[src/rtl/demux_route_ctrl.sv]
// ============================================================================
// Module   : demux_route_ctrl
// Brief    : Valid/ready 1-to-2 router (select or round-robin steering) with
//            one-entry holding register and delivery counter per channel.
// Revision : 1.0 - initial release
// ============================================================================
`default_nettype none

module demux_route_ctrl #(
  parameter int WIDTH = 1,
  parameter int CNT_W = 8
) (
  input  logic             clk,
  input  logic             rst,
  input  logic             mode,
  input  logic             in_valid,
  output logic             in_ready,
  input  logic             in_sel,
  input  logic [WIDTH-1:0] in_data,
  output logic             out0_valid,
  input  logic             out0_ready,
  output logic [WIDTH-1:0] out0_data,
  output logic             out1_valid,
  input  logic             out1_ready,
  output logic [WIDTH-1:0] out1_data,
  output logic [CNT_W-1:0] cnt0,
  output logic [CNT_W-1:0] cnt1,
  output logic             rr_ptr
);

  typedef enum logic [0:0] {
    EMPTY = 1'b0,
    FULL  = 1'b1
  } ch_state_t;

  localparam int c_NUM_CH = 2;

  logic                w_tgt;
  logic                w_accept;
  logic [c_NUM_CH-1:0] w_rdy;
  logic [c_NUM_CH-1:0] w_full;
  logic                r_rr_ptr;

  assign w_tgt    = mode ? r_rr_ptr : in_sel;
  assign w_rdy    = {out1_ready, out0_ready};
  // A full target can still take a word when it drains in the same cycle.
  assign in_ready = ~w_full[w_tgt] | w_rdy[w_tgt];
  assign w_accept = in_valid & in_ready;

  generate
    for (genvar gi = 0; gi < c_NUM_CH; gi++) begin : g_ch
      ch_state_t        r_state;
      logic [WIDTH-1:0] r_data;
      logic [CNT_W-1:0] r_cnt;
      logic             w_drain;
      logic             w_acc;

      assign w_full[gi] = (r_state == FULL);
      assign w_drain    = w_full[gi] & w_rdy[gi];
      assign w_acc      = w_accept & (w_tgt == 1'(gi));

      always_ff @(posedge clk or posedge rst) begin
        if (rst) begin
          r_state <= EMPTY;
          r_data  <= '0;
          r_cnt   <= '0;
        end else begin
          case (r_state)
            EMPTY:   if (w_acc) r_state <= FULL;
            FULL:    if (w_drain && !w_acc) r_state <= EMPTY;
            default: r_state <= EMPTY;
          endcase
          if (w_acc) r_data <= in_data;
          if (w_drain) r_cnt <= r_cnt + CNT_W'(1);
        end
      end
    end
  endgenerate

  always_ff @(posedge clk or posedge rst) begin
    if (rst) r_rr_ptr <= 1'b0;
    else if (w_accept && mode) r_rr_ptr <= ~r_rr_ptr;
  end

  assign out0_valid = w_full[0];
  assign out1_valid = w_full[1];
  assign out0_data  = g_ch[0].r_data;
  assign out1_data  = g_ch[1].r_data;
  assign cnt0       = g_ch[0].r_cnt;
  assign cnt1       = g_ch[1].r_cnt;
  assign rr_ptr     = r_rr_ptr;

endmodule

`default_nettype wire

[config.mk]
export PLATFORM = sky130hd
export DESIGN_NAME = demux_route_ctrl
export DESIGN_NICKNAME = d
export VERILOG_FILES = /design/src/rtl/demux_route_ctrl.sv
export SDC_FILE = /design/constraint.sdc
export NUM_CORES = 1
export LEC_CHECK = 0
export BUFFER_PORTS_ARGS = -buffer_cell sky130_fd_sc_hd__buf_2
export CAP_MARGIN = 20
export CORE_ASPECT_RATIO = 0.5
export CORE_MARGIN = 5
export CORE_UTILIZATION = 30
export CTS_CLUSTER_DIAMETER = 60
export DETAILED_ROUTE_END_ITERATION = 12
export HOLD_SLACK_MARGIN = 0.02
export SLEW_MARGIN = 20
export SYNTH_ARGS = -nofsm -noshare
export SYNTH_HDL_FRONTEND = slang
export SYNTH_SLANG_ARGS = --single-unit
[constraint.sdc]
create_clock -name clk -period 3.7 [get_ports clk]
set_clock_uncertainty 0.05 [all_clocks]
set_input_delay 0.37 -clock clk [delete_from_list [all_inputs] [get_ports clk]]
set_output_delay 0.37 -clock clk [all_outputs]
set_load 0.005 [all_outputs]
### After elaboration in Yosys (flattened, before gate mapping)

Cells that the tools add are included.

* add/subtract/negate cells: 2
* $lt $le $gt $ge: 1
* muxes and demuxes: 11
* bitwise operators: 11
* reduce and logical (&&, ||, !) cells: 5

Operator list (count)
* $add A8 B1 Y8 const B: 2
* $mux W1: 9
* $and A1 B1 Y1: 5
* $not A1 Y1: 5
* $pmux W1 S2: 2
* $logic_and A1 B1 Y1: 3
* $logic_not A1 Y1: 2
* $lt A1 B2 Y1 const B: 1
* $or A1 B1 Y1: 1

* flip-flop bits (word level): 21
* word-level logic and storage cells: 37

### Longest topological paths before layout

* word-level depth: 11
* gate-level depth with buffers: 4
* gate-level depth less buffers: 4

### Worst setup path after synthesis

OpenSTA, ideal clock, no wires.

* path type: register to output
* start point: register r_rr_ptr, in the netlist rr_ptr
* end point: output in_ready
* data arrival time: 827 ps
* slack: 2453 ps
* cell stages (with the launch flop): 4
* buffers on the path: 0
* cells stage by stage: dfrtp_1 mux2_4 nor2_1 nor2_1

* longest elaborated chain between the ends: 5
* elaborated cells on any way between the ends: 7
* classes of those cells: 5 x mux; 2 x bitwise

RTL lines
* start: declaration: line 42 `logic r_rr_ptr;`
* start signal: assignment: line 82 `else if (w_accept && mode) r_rr_ptr <= ~r_rr_ptr;`
* $mux W1 (*): line 44 `assign w_tgt = mode ? r_rr_ptr : in_sel;`
* $mux W1 (not written as such) (2 in series): line 47 `assign in_ready = ~w_full[w_tgt] | w_rdy[w_tgt];`
* $not A1 Y1: line 47
* $or A1 B1 Y1 (*): line 47
* end: declaration: line 17 `output logic in_ready,`

Mark *: on every way between the ends. The rest lies on a longest branch, timed or not. The select of a mux whose other input is x is not followed.

### Worst setup path in the final report

Same ends and word-level chain as after synthesis.

==> metrics.md <==
| Metric | Value |
|---|---|
| Setup TNS Final | `0 ns` |
| DRT iter0 DRCs | `13` |
| Arr. time, crit path | `1.25 ns` |
| Utilization after layout | `39.2%` |
| Final Max Tran Viols | `0` |
| Pleak | `0.588 nW` |
| Mapped cell area | `926 um^2` |
| GRT Total Usage | `8.44%` |
| Max IR drop VDD | `0.000180 V` |
| Power per cell area | `623 nW/um^2` |
| Final ANT Viol Nets | `0` |
| Design area | `1170 um^2` |
| Switching power as a share of total power | `31.3%` |
| Synth warnings | `0` |
| Min-Delay Path Class | `input port to asynchronous set/reset pin` |
| Grt ovf | `0` |
| Sequential power share | `51.2%` |
| Synth Register Bits | `21` |
| Dpl cells | `147` |
| Critical path peak fanout | `5` |
| Critical path's largest stage delay | `0.42 ns` |
| Antenna Cells | `0` |
| Power, Total | `0.726 mW` |
| Root Buffer | `clkbuf_8` |
| Largest net degree at the start of global routing | `22` |
| Smallest hold slack | `0.203 ns` |
| Syn Inst Count | `78` |
| H-tree Lvls | `1` |
| Synth area leader | `dfrtp_1` |
| Hold Fails Final Rpt | `0` |
| Final net count | `122` |
| Top-count cell post-synth | `dfrtp_1` |
| Max-cap viol count | `0` |
| Syn nets | `88` |
| Crit share post-route | `45.0%` |
| Post-CTS Setup Inserts | `0` |
| Hold Buf Count CTS | `0` |
| Vias per cell | `4.30` |
| Avg Synthesized Cell Area | `11.9 um^2` |
| CTS Buffer Depth | `2` |
| # IOs | `30` |
| Die area | `4360 um^2` |
| DRC Markers | `0` |
| TritonCTS Buffers | `3` |
| Pint | `0.499 mW` |
| Main synth FF type | `dfrtp_1` |
| Syn-to-layout area delta | `25.9%` |
| Area of the core | `2980 um^2` |
| Synth top area share | `56.8%` |
| Worst path cell trace | `mux2_4 > nor2_1 > nor2_1 > buf_2` |
| Post-synth EDFFs | `0` |
| Dpl cell area | `1120 um^2` |
| Die Span Y | `49.3 um` |
| First-pass GRT wire length | `2900 um` |
| Psw | `0.227 mW` |
| Setup WS post-layout | `2.03 ns` |
| Wirelength, routed | `1670 um` |
| RSZ-0062 raised after global routing | `false` |
| Clk_lat worst skew | `0.25 ns` |
| Least-Margin Pin Slew | `0.790 ns` |
| CP required | `3.28 ns` |
| Clock slew at reported path FFs | `0.07 ns` |
| Synth top cells by count | `dfrtp_1 (21), nand2_1 (10), xnor2_1 (10), nor2_1 (5), xor2_1 (4)` |
| Min Tclk post-route | `1.67 ns` |
| CP endpoint kind | `output pin` |
| Clock sink count | `21` |
| Final Wtd Congestion | `0.670` |
| Row count | `14` |
| Logic pwr share | `28.9%` |
| Dpl ws | `2.18 ns` |
| Leading post-synthesis cells by cell area | `dfrtp_1 (57%), xnor2_1 (9.5%), nand2_1 (4.1%), xor2_1 (3.8%), mux2_2 (3.6%)` |
| Worst slew margin | `47.3%` |
| Most common cell on crit path | `nor2_1` |
| Layout cells sized above 1 | `34.2%` |
| Setup-failing EPs final | `0` |
| CTS tree | `built` |
| Number of global-route vias before repair | `640` |
| Layout Cells excl Fill | `151` |
| Via count | `649` |
| Initial antenna violation count | `0` |
| Sequential area share after synthesis | `56.8%` |
| Ys async rst share | `100%` |
| Crit start category | `flip-flop` |
| Port Buffer Count | `29` |
| Clock share of power | `19.9%` |
| WL/cell | `11.1 um` |
| Fmax | `0.600 GHz` |
| CTS resizes | `0` |
| Status | `completed` |
| Synth cell types | `20` |
| # fillers | `312` |
| Pre-antenna DRT Iters | `3` |
| CP Class | `flip-flop to output pin` |
| Crit path max-delay cell type | `dfrtp_1` |
| Die Wd | `88.6 um` |
| Initial core utilization | `31.1%` |
cells in the final DEF, fill, tap and decap left out:
| master | instances |
|---|---|
| nand2b_1 | 2 |
| ha_1 | 2 |
| and4_1 | 2 |
| and3_1 | 2 |
| nor2_1 | 5 |
| inv_1 | 2 |
| nand3_1 | 3 |
| mux2i_1 | 1 |
| mux2_4 | 2 |
| clkbuf_1 | 1 |
| xor2_1 | 4 |
| nand4_1 | 2 |
| xnor2_1 | 10 |
| a41oi_1 | 1 |
| a31oi_1 | 1 |
| clkbuf_8 | 3 |
| o21ai_0 | 2 |
| dfrtp_1 | 21 |
| nand3_2 | 1 |
| nor3_1 | 2 |
| mux2_2 | 3 |
| nand2_1 | 10 |
| buf_2 | 29 |
power groups by stage:
stage          sequential [mW]  clock, mW  combinational [mW]
2_1_floorplan            0.376          0               0.112
3_3_place_gp             0.374          0               0.211
3_5_place_dp             0.378          0               0.217
4_1_cts                  0.374      0.156               0.218
5_1_grt                  0.386      0.164               0.237
6_report                 0.372      0.144               0.210
critical path, delay by kind of cell, from the launching register on:
| family | cells | cell delay, ns |
|---|---|---|
| DFF | 1 | 0.42 |
| muxes | 1 | 0.29 |
| and+or+nand+nor | 2 | 0.16 |
| buffers and inverters | 1 | 0.12 |
final timing paths:
kind                                     startpoint               endpoint  slack, ns  depth (start not counted)
worst max-delay path             rr_ptr$_DFFE_PP0P_               in_ready       2.03                          4
worst min-delay path                            rst    cnt1[3]$_DFFE_PP0N_       0.20                          2
worst max register to register   rr_ptr$_DFFE_PP0P_  out1_data$_DFFE_PP0P_       2.46                          3
worst min register to register  cnt1[7]$_DFFE_PP0N_    cnt1[7]$_DFFE_PP0N_       0.41                          1
max in group asynchronous                       rst    cnt0[2]$_DFFE_PP0N_       2.90                          2
min in group clk                            in_data  out1_data$_DFFE_PP0P_       0.31                          2
final cells by class:
class	count	area, um^2	share of cell area (%)
Clock buffer	4	45.0	3.86
Inverter	2	7.51	0.644
Multi-Input combinational cell	55	393	33.7
Sequential cell	21	526	45.1
Tap cell	40	50.0	4.29
Timing Repair Buffer	29	145	12.4
registers in the layout (all words and copies together) (netlist names):
name and flops:
cnt1 8, out1_valid 1, rr_ptr 1, cnt0 8, out0_valid 1, out1_data 1
out0_data 1
cells by family after synthesis:
logic type	Yosys count	share of synthesized area, %
compound gates	4	2.70
xor+xnor	14	13.2
fa+ha+maj	2	2.70
buf+inv	2	0.811
flops	21	56.8
mux	6	7.97
simple gates	29	15.8
routing by layer:
metal	vias to the layer above	share of wire (%)	track usage, %	wire, um
li1	331	-	-	-
met1	304	48	10.2	808
met2	12	46	13.5	763
met3	2	4.9	3.37	82
met4	0	1.1	3.02	19
met5	-	0	0	0
(Power assumes the default switching activity.)
